===== src/rtl/instruction_sequencer_pkg.sv =====
// Shared CPU definitions: opcode constants and sequencer state encoding.
package instruction_sequencer_pkg;

   localparam int unsigned OP_W    = 6;
   localparam int unsigned STATE_W = 2;

   localparam logic [OP_W-1:0] OP_NOP  = 6'b000000;
   localparam logic [OP_W-1:0] OP_JUMP = 6'b000010;
   localparam logic [OP_W-1:0] OP_BEQ  = 6'b000100;
   localparam logic [OP_W-1:0] OP_BNE  = 6'b000101;
   localparam logic [OP_W-1:0] OP_IN   = 6'b011011;
   localparam logic [OP_W-1:0] OP_OUT  = 6'b011100;
   localparam logic [OP_W-1:0] OP_HALT = 6'b111111;

   typedef enum logic [STATE_W-1:0] {
      ST_RUN     = 2'd0,
      ST_IO_WAIT = 2'd1,
      ST_HALTED  = 2'd2
   } seq_state_e;

   // Any makeIO opcode other than In is handled as an Out transfer.
   function automatic logic is_input_op(input logic [OP_W-1:0] op);
      return (op == OP_IN);
   endfunction

endpackage


===== src/rtl/instruction_sequencer.sv =====
// Instruction sequencer: owns the PC, presents the opcode to the control unit,
// and steps the core through RUN / IO_WAIT / HALTED using the decoded strobes.
// Ports:
//   clock, reset        rising-edge clock, async active-low reset
//   instruction         word at pc (combinational imem read)
//   halt/jump/branch/makeIO   control-unit decodes
//   branchTaken         ALU compare result
//   ioAck               IO device completion
//   resume              leave HALTED
//   opcode              instruction[31:26] (combinational)
//   pc                  current instruction address
//   commit              instruction completes this cycle (combinational)
//   ioRequest           IO transfer pending
//   ioIsInput           1 = In, 0 = Out
//   halted              core is halted
//   retired             committed-instruction count
module instruction_sequencer
   import instruction_sequencer_pkg::*;
#(
   parameter int unsigned ADDR_W   = 10,
   parameter int unsigned RESET_PC = 0,
   parameter int unsigned CNT_W    = 32
) (
   input  logic              clock,
   input  logic              reset,
   input  logic [31:0]       instruction,
   input  logic              halt,
   input  logic              jump,
   input  logic              branch,
   input  logic              makeIO,
   input  logic              branchTaken,
   input  logic              ioAck,
   input  logic              resume,
   output logic [OP_W-1:0]   opcode,
   output logic [ADDR_W-1:0] pc,
   output logic              commit,
   output logic              ioRequest,
   output logic              ioIsInput,
   output logic              halted,
   output logic [CNT_W-1:0]  retired
);

   seq_state_e        state_q, state_d;
   logic [ADDR_W-1:0] pc_q, pc_d;
   logic [CNT_W-1:0]  retired_q, retired_d;
   logic              is_input_q, is_input_d;
   logic              commit_c;
   logic [ADDR_W-1:0] pc_inc;
   logic [ADDR_W-1:0] target;

   // Only the low ADDR_W bits of the word form the target; the rest is decoded elsewhere.
   logic              unused_instr;
   assign unused_instr = ^instruction;

   assign opcode = instruction[31:26];
   assign pc_inc = pc_q + ADDR_W'(1);
   assign target = instruction[ADDR_W-1:0];

   // State, PC, counter and IO-direction registers.
   always_ff @(posedge clock or negedge reset) begin
      if (!reset) begin
         state_q    <= ST_RUN;
         pc_q       <= ADDR_W'(RESET_PC);
         retired_q  <= '0;
         is_input_q <= 1'b0;
      end else begin
         state_q    <= state_d;
         pc_q       <= pc_d;
         retired_q  <= retired_d;
         is_input_q <= is_input_d;
      end
   end

   // Next-state, next-PC and commit decode.
   always_comb begin
      state_d    = state_q;
      pc_d       = pc_q;
      retired_d  = retired_q;
      is_input_d = is_input_q;
      commit_c   = 1'b0;
      unique case (state_q)
         ST_RUN: begin
            commit_c = !makeIO || halt;
            if (halt) begin
               state_d   = ST_HALTED;
               retired_d = retired_q + CNT_W'(1);
            end else if (makeIO) begin
               state_d    = ST_IO_WAIT;
               is_input_d = is_input_op(opcode);
            end else if (jump || (branch && branchTaken)) begin
               pc_d      = target;
               retired_d = retired_q + CNT_W'(1);
            end else begin
               pc_d      = pc_inc;
               retired_d = retired_q + CNT_W'(1);
            end
         end
         ST_IO_WAIT: begin
            if (ioAck) begin
               commit_c  = 1'b1;
               pc_d      = pc_inc;
               retired_d = retired_q + CNT_W'(1);
               state_d   = ST_RUN;
            end
         end
         ST_HALTED: begin
            if (resume) begin
               pc_d    = pc_inc;
               state_d = ST_RUN;
            end
         end
         default: begin
            state_d = ST_RUN;
         end
      endcase
   end

   // Commit is suppressed while reset is held so no write escapes during reset.
   assign commit    = reset && commit_c;
   assign pc        = pc_q;
   assign retired   = retired_q;
   assign ioIsInput = is_input_q;
   assign ioRequest = (state_q == ST_IO_WAIT);
   assign halted    = (state_q == ST_HALTED);

endmodule

===== config.mk =====
export PLATFORM = sky130hd
export DESIGN_NAME = instruction_sequencer
export DESIGN_NICKNAME = d
export VERILOG_FILES = /design/src/rtl/instruction_sequencer_pkg.sv /design/src/rtl/instruction_sequencer.sv
export SDC_FILE = /design/constraint.sdc
export NUM_CORES = 1
export LEC_CHECK = 0
export CAP_MARGIN = 10
export CORE_ASPECT_RATIO = 0.9
export CORE_UTILIZATION = 40
export DETAILED_ROUTE_END_ITERATION = 10
export GPL_TIMING_DRIVEN = 0
export PLACE_DENSITY = 0.73
export SLEW_MARGIN = 20
export SYNTH_ARGS = -nofsm -noshare
export SYNTH_HDL_FRONTEND = slang
export SYNTH_SLANG_ARGS = --single-unit
export TNS_END_PERCENT = 100

===== constraint.sdc =====
create_clock -name clock -period 3.4 [get_ports clock]
set_input_delay 0.68 -clock clock [delete_from_list [all_inputs] [get_ports clock]]
set_output_delay 0.68 -clock clock [all_outputs]
set_load 0.01 [all_outputs]

# After elaboration in Yosys (flattened, before gate mapping)
# Index checks and enable logic that the tools add are counted.
[word_totals]
regBits = 45
input_bits = 41
out_inout_bits = 52
[classes]
addsub = 2
eq_ne = 9
n_mux = 17
bitwise_logic = 1
n_reduce_logical = 12
[op_table]
columns = ["cell", "count"]
rows = [
  ["2-to-1 mux 32 bit", 3],
  ["one-hot mux 32 bit (2 select lines)", 1],
  ["2-to-1 mux 10 bit", 5],
  ["adder 32 x 1 -> 32 bit (second input constant)", 1],
  ["one-hot mux 10 bit (3 select lines)", 1],
  ["adder 10 x 1 -> 10 bit (second input constant)", 1],
  ["AND reduction 3 bit", 3],
  ["2-to-1 mux 2 bit", 4],
  ["!= test 2 bit (second input constant)", 4],
  ["equality test 6 x 5 -> 1 bit (second input constant)", 1],
  ["!= test 3 bit (second input constant)", 2],
  ["one-hot mux 2 bit (3 select lines)", 1],
  ["AND reduction 5 bit", 1],
  ["nonzero test 3 bit", 1],
  ["equality test 2 x 1 -> 1 bit (second input constant)", 1],
  ["equality test 2 bit (second input constant)", 1],
  ["logical AND 1 bit", 2],
  ["logical NOT 2 bit", 1],
  ["logical OR 1 bit", 2],
  ["one-hot mux 1 bit (2 select lines)", 1],
  ["nonzero test 2 bit", 1],
  ["logical NOT 1 bit", 1],
  ["2-to-1 mux 1 bit", 1],
  ["NOT 1 bit", 1],
]

# Logic depth before layout (Yosys ltp)
# Gate-level depths: netlist of run 1.
[depth]
depth_word = 6
mapped_depth = 9
mapped_depth_nobuf = 7

# Least setup slack after synthesis of run 1
# No wires, ideal clock.
[synth_timing]
path_kind = "register to register"
start = "register state_q[1]"
end = "register retired_q[13], in the netlist retired[13]"
setup_time_ps = 131
arrival_ps = 1867
slack_ps = 1402
stages_incl_launch_ff = 10
path_buffers = 2
synth_period_minus_slack_ps = 1998
path_cell_list = "dfrtp_1 inv_1 ha_1 mux2_4 and3_4 buf_6 and3_4 buf_6 and3_4 xor2_1"
[synth_between]
elab_chain_cells = 3
elab_cells_between_ends = 7
[synth_lines]
columns = ["item", "line_no", "source"]
rows = [
  ["start: declaration", "instruction_sequencer.sv:43", "seq_state_e state_q, state_d;"],
  ["start signal: assignment", "instruction_sequencer.sv:67", "state_q <= state_d;"],
  ["equality test 2 x 1 -> 1 bit (*)", "--", ""],
  ["via ioRequest", "instruction_sequencer.sv:37", "output logic ioRequest,"],
  ["!= test 2 bit (no source line) or nonzero test 2 bit (tied branches)", "--", ""],
  ["AND reduction 3 bit (no source line)", "--", ""],
  ["end signal: assignment", "instruction_sequencer.sv:69", "retired_q <= retired_d;"],
  ["end: declaration", "instruction_sequencer.sv:45", "logic [CNT_W-1:0] retired_q, retired_d;"],
]
# Mark *: on every way through the listed nets, which the timed path passes. The rest lies on a longest branch.
# A chain may end at the register's enable or synchronous reset.

# Final worst setup path of run 1
[layout_timing]
start = "input makeIO"
end = "output commit"
[layout_between]
elab_chain_cells = 4
[layout_lines]
columns = ["item", "line_no", "source"]
rows = [
  ["start: declaration", "instruction_sequencer.sv:30", "input logic makeIO,"],
  ["logical NOT 1 bit", "instruction_sequencer.sv:83", "commit_c = !makeIO || halt;"],
  ["logical OR 1 bit", "instruction_sequencer.sv:83", ""],
  ["one-hot mux 1 bit (2 select lines)", "instruction_sequencer.sv:81", "unique case (state_q)"],
  ["logical AND 1 bit", "instruction_sequencer.sv:119", "assign commit = reset && commit_c;"],
  ["end: declaration", "instruction_sequencer.sv:36", "output logic commit,"],
]
# Every way passes these cells.

==> qor.txt, run 1 <==
Crit Path Max Fanout = 5
final std cells w/o fill = 392
core area = 0.00579 sq mm
initial antenna violation count = 0
CP max stage delay = 590 ps
leakage = 0.00149 uW
Layout Skew = 9.88 ps
hpwl dp = 4170 um
Synth top area share = 45.9%
Mapped Avg Cell Area = 10.3 sq um
Reg clk slew, reported paths = 90 ps
post-synth top area cell = dfrtp_1
number of max-cap violations = 0
cts bufs inserted = 5
DRC violations left = 6
layout cell share with drive strength beyond 1 = 12.4%
Final Core Density = 59.3%
post-synth cell types = 44
switching part of the total = 36.8%
ys flop type = dfrtp_1
CP cell instances = clkdlybuf4s50_1, inv_1, o21ai_0, a21boi_0, clkdlybuf4s50_1
CP Data Arrival Time = 2130 ps
CTS Buffer Depth = 2
sw power = 807 uW
unrepaired setup endpoints after global routing = no
synth top area cells = dfrtp_1, xnor2_1, xor2_1
drt first pass iters = 7
P&R area growth vs syn = 40.1%
CP startpoint = makeIO
CTS Hold Buffers Added = 0
pre-CTS setup slack = 583 ps
CP max-delay cell = clkdlybuf4s50_1
Post-Place Cells = 384
required time of the critical path = 2720 ps
Final Hold Slack = 298 ps
Antenna Nets Post-Route = 0
commonest non-fill, non-tap cell in the layout = clkdlybuf4s50_1
Worst-Margin Slew = 465 ps
Critical Path Most Common Cell = clkdlybuf4s50_1
Clock Sinks = 45
Root Driver = clkbuf_8
worst min path class = in2async
CTS tree = built
Vias/cell = 5.27
failing checks = DRC
status = complete, but fails checks
WL/cell = 14.2 um
Post-Synthesis Cell Area = 0.00245 sq mm
Clk Latency, worst-skew pair = 300 ps
type of origin of the critical path = primary input
placer's final routability congestion estimate = 0.773
Ant. Diodes = 0
VDD IR max = 0.376 mV
Critical path buffers and inverters = 3
Internal = 1380 uW
Synth Warn # = 0
Achievable Freq = 0.356 GHz
Post-Route WL = 5550 um
die area = 0.00645 sq mm
Synth Instances = 237
Die X = 84.5 um
pins over their slew limit = 0
die height = 76.3 um
Resized Gates After CTS = 0
final setup margin = 589 ps
CP top delay family = buffers and inverters
Post-synth EDFFs = 0
Seq cells post-synth = 45
min Tclk post-route = 2810 ps
worst setup path category = in2out
sequential area share after synthesis = 45.9%
endpoints failing setup = 0
std cell rows = 26
DRC violation total after the first TritonRoute iteration = 100
DR vias = 2,066
leading cell types in the layout, fill and taps excluded = clkdlybuf4s50_1, dfrtp_1, nand2_1
vias in the first global route = 2,065
Post-CTS Repair Setup Buffers = 0
first-pass GRT wire length = 9520 um
sequential share of power = 35.2%
worst reg2reg startpoint = state_q[1]
post-synthesis async set-or-reset flop share = 100%
Comb power frac = 45.2%
Crit. End Element = primary output
power density cells = 638 mW/mm^2
syn nets = 283
clock share of power = 19.5%
I/O Buffers = 76
Boundary Pins = 93
Fin. Hold Viols = 0
final-stage net count = 367
starting density of the core = 42.4%
Final Cycle Share = 82.7%
max_slew headroom = 68.9%
GR Overflow Total = 0
R2R setup slack = 1330 ps
H-tree levels = 2
Overall Global Routing Usage = 18.2%
largest net degree at the start of global routing = 31
## cells by family after synthesis
kind of cell / count (synthesis) / synth area share (%)
xor gates and xnor gates: 31 / 11.4
buffers and inverters: 21 / 5.25
and+or+nand+nor: 92 / 24.1
muxes: 3 / 1.48
adders and majority gates: 5 / 2.55
DFF: 45 / 45.9
AOI/OAI and AO/OA: 40 / 9.29
## flip-flops by register name, summed over array words and instances, names as in the netlist
signal	flops
ioIsInput	1
pc	10
state_q	2
retired	32
## metal layers
metal  global-route usage (%)  wire length [um]
met1                     25.5              2690
met2                     28.9              2540
met4                     4.41                45
met5                        0                 0
met3                     3.90               271
## synthesized netlist by cell type, types with 2 or more instances
cell      count
nor2_1        5
clkbuf_1      2
buf_4         7
a31oi_1       2
dfrtp_1      45
and2_1       10
xnor2_1      20
o21ai_0      13
and4_1        3
o22ai_1       4
nand3_2       4
nand2_1      22
ha_1          5
or2_2         2
and3_1        4
a21oi_1      15
buf_6         3
nor3_1        4
nand4_1       7
inv_1         8
xor2_1       10
and3_4        4
nand3_1      16
nand4_4       2
## layout make-up
type / instances / area [sq um]
inverters: 8 / 30.0
flip-flops and latches: 45 / 1130
plain buffers: 13 / 98.8
multi-input cells: 171 / 1200
well taps: 70 / 87.6
clock buffers: 6 / 82.6
fillers: 513 / 2350
repair buffers: 77 / 776
clock inverters: 2 / 37.5
## worst register-to-register path, cell delays in order (launching register included)
cell and delay [ps]:
dfrtp_1 390, inv_1 120, ha_1 270, mux2_4 200, nand3_1 170, nor4_2 490, nand4_1 170, xnor2_1 150
## per-stage QoR
step | power (uW) | instance area [sq um] | setup TNS [ps]
floorplan | 1350 | 2450 | 0
global route | 2340 | 3440 | 0
global placement | 1740 | 3300 | -915
detailed placement | 1770 | 3320 | 0
finish | 2190 | 3440 | 0
CTS | 2200 | 3440 | 0
## worst paths after layout
kind | end | cells past startpoint
worst max-delay path | commit | 5
worst min-delay path | retired[15] | 1
worst max register to register | retired[25] | 7
worst min register to register | retired[31] | 1
max in group asynchronous | retired[23] | 2
min in group clock | retired[31] | 1
## power groups by stage
| stage | clock network (uW) | registers, uW | logic [uW] |
|---|---|---|---|
| after global routing | 459 | 794 | 1090 |
| after detailed placement | 0 | 780 | 986 |
| after global placement | 0 | 776 | 963 |
| after CTS | 436 | 770 | 996 |
| final | 428 | 772 | 991 |
| after floorplan | 0 | 804 | 551 |
No activity file was read; power rests on OpenSTA's default activity.
==> inputs of run 2 (changes only) <==
==> constraint.sdc (replaced) <==
create_clock -name clock -period 2.6 [get_ports clock]
set_input_delay 0.52 -clock clock [delete_from_list [all_inputs] [get_ports clock]]
set_output_delay 0.52 -clock clock [all_outputs]
set_load 0.01 [all_outputs]
==> run 2 against run 1 <==
  * The run still ends with DRC left
  * Cell area barely moved
  * Clock power is 31% higher
  * Clock skew about the same
  * Non-clock buffer count unchanged
  * Global-route usage stayed put
  * Largest power group unchanged
  * Combinational power increased by 31%
  * Die area unchanged
  * Largest cell class unchanged
  * Sequential cell count stayed put
  * Via count is 0.48% higher
  * Count of clock-buffer cells in the layout unchanged
  * First-iteration DRC count is 9.0% higher
==> qor.txt, run 2 (synthesized netlist as in run 1, its figures left out) <==
starting density of the core = 42.4%
Critical path buffers and inverters = 3
required time of the critical path = 2080 ps
power density cells = 834 mW/mm^2
die height = 76.3 um
DR vias = 2,076
I/O Buffers = 76
Critical Path Most Common Cell = clkdlybuf4s50_1
vias in the first global route = 2,065
CP Depth = 5
final-stage net count = 367
Post-CTS Repair Setup Buffers = 0
WL/cell = 14.2 um
Reg clk slew, reported paths = 90 ps
Final Core Density = 59.4%
CTS Buffer Depth = 2
min Tclk post-route = 2490 ps
pins over their slew limit = 0
Layout Skew = 9.90 ps
Vias/cell = 5.30
Antenna Nets Post-Route = 0
CP max-delay cell = clkdlybuf4s50_1
Post-Route WL = 5560 um
cts bufs inserted = 5
CTS tree = built
status = complete, but fails checks
largest net degree at the start of global routing = 31
CP cell instances = clkdlybuf4s50_1, inv_1, o21ai_0, a21boi_0, clkdlybuf4s50_1
P&R area growth vs syn = 40.2%
GR Overflow Total = 0
H-tree levels = 2
Pwr Total = 2870 uW
final std cells w/o fill = 392
Achievable Freq = 0.401 GHz
Ant. Diodes = 0
drt first pass iters = 7
Clk Latency, worst-skew pair = 300 ps
TNS Setup = 0 ps
CP Data Arrival Time = 1970 ps
core area = 0.00579 sq mm
std cell rows = 26
DRC violations left = 6
unrepaired setup endpoints after global routing = no
Fin. Hold Viols = 0
Worst-Margin Slew = 473 ps
R2R cell count = 9
number of max-cap violations = 0
Final Cycle Share = 95.9%
max_slew headroom = 68.4%
CP top delay family = buffers and inverters
leading cell types in the layout, fill and taps excluded = clkdlybuf4s50_1, dfrtp_1, nand2_1
hpwl dp = 4170 um
Clock Sinks = 45
FILL cells = 514
endpoints failing setup = 0
commonest non-fill, non-tap cell in the layout = clkdlybuf4s50_1
worst min path class = in2async
worst r2r dst = retired[13]
R2R setup slack = 540 ps
Die X = 84.5 um
Overall Global Routing Usage = 18.2%
worst reg2reg startpoint = state_q[1]
die area = 0.00645 sq mm
Root Driver = clkbuf_8
placer's final routability congestion estimate = 0.773
first-pass GRT wire length = 9520 um
Crit Path Max Fanout = 5
type of origin of the critical path = primary input
area of the multi-input gates = 0.00120 sq mm
failing checks = DRC
Crit. End Element = primary output
CP max stage delay = 590 ps
leakage = 0.00149 uW
VDD IR max = 0.485 mV
Boundary Pins = 93
layout cell share with drive strength beyond 1 = 12.7%
max reg flops = 32
DRC violation total after the first TritonRoute iteration = 109
Reg area = 0.00113 sq mm
Post-Place Cells = 384
worst setup path category = in2out
initial antenna violation count = 0
-- run 2: cell counts in the layout (fill, tap and decap cells not counted) --
Identical to the previous run, type by type.
-- run 2: timing repair --
| item | CTS | global route |
|---|---|---|
| hold buffers | 0 | 0 |
| resized for setup | 0 | 1 |
| endpoints found under the setup margin | 0 | 1 |
-- run 2: power by group --
| part | internal, uW | switching [uW] | total [uW] |
|---|---|---|---|
| sequential | 847 | 162 | 1010 |
| clock | 313 | 247 | 560 |
| combinational | 655 | 645 | 1300 |
-- run 2: metrics by stage --
stage               setup WS [ps]  instance area, sq um  hold slack (ps)
CTS                          48.9                  3440              149
global route                 4.64                  3440              151
global placement            -1400                  3300              462
finish                        108                  3440              138
detailed placement            103                  3320              472
floorplan                     602                  2450              224
-- run 2: metal layers --
metal | vias up | global-route usage, % | wire length [um] | part of all wire, %
met4 | 0 | 4.41 | 45 | 0.81
met1 | 1014 | 25.5 | 2700 | 49
li1 | 997 | - | - | -
met3 | 6 | 3.90 | 271 | 4.9
met2 | 59 | 28.9 | 2540 | 46
met5 | - | 0 | 0 | 0
-- run 2: how the worst max path moves through the flow --
stage	start	end	slack (ps)
global placement	reset	commit	-1400
CTS	state_q[1]	commit	50
finish	makeIO	commit	110
detailed placement	makeIO	commit	100
global route	state_q[1]	commit	5
floorplan	state_q[1]	retired[13]	600
-- run 2: layout make-up --
class                           instances  area share, %
Sequential cell                        45           32.8
Timing Repair Buffer                   77           22.6
Buffer                                 13           2.87
Multi-Input combinational cell        171           34.9
Clock buffer                            6           2.40
Clock inverter                          2           1.09
Tap cell                               70           2.55
Inverter                                8          0.873
==> inputs of run 3 (changes only) <==
--- a/config.mk
+++ b/config.mk
@@ -11,6 +11,7 @@
 export DETAILED_ROUTE_END_ITERATION = 10
 export GPL_TIMING_DRIVEN = 0
 export PLACE_DENSITY = 0.73
+export SKIP_LAST_GASP = 1
 export SLEW_MARGIN = 20
 export SYNTH_ARGS = -nofsm -noshare
 export SYNTH_HDL_FRONTEND = slang
==> results of run 3 <==
No change in the layout: final DEF, timing and power equal those of run 2.
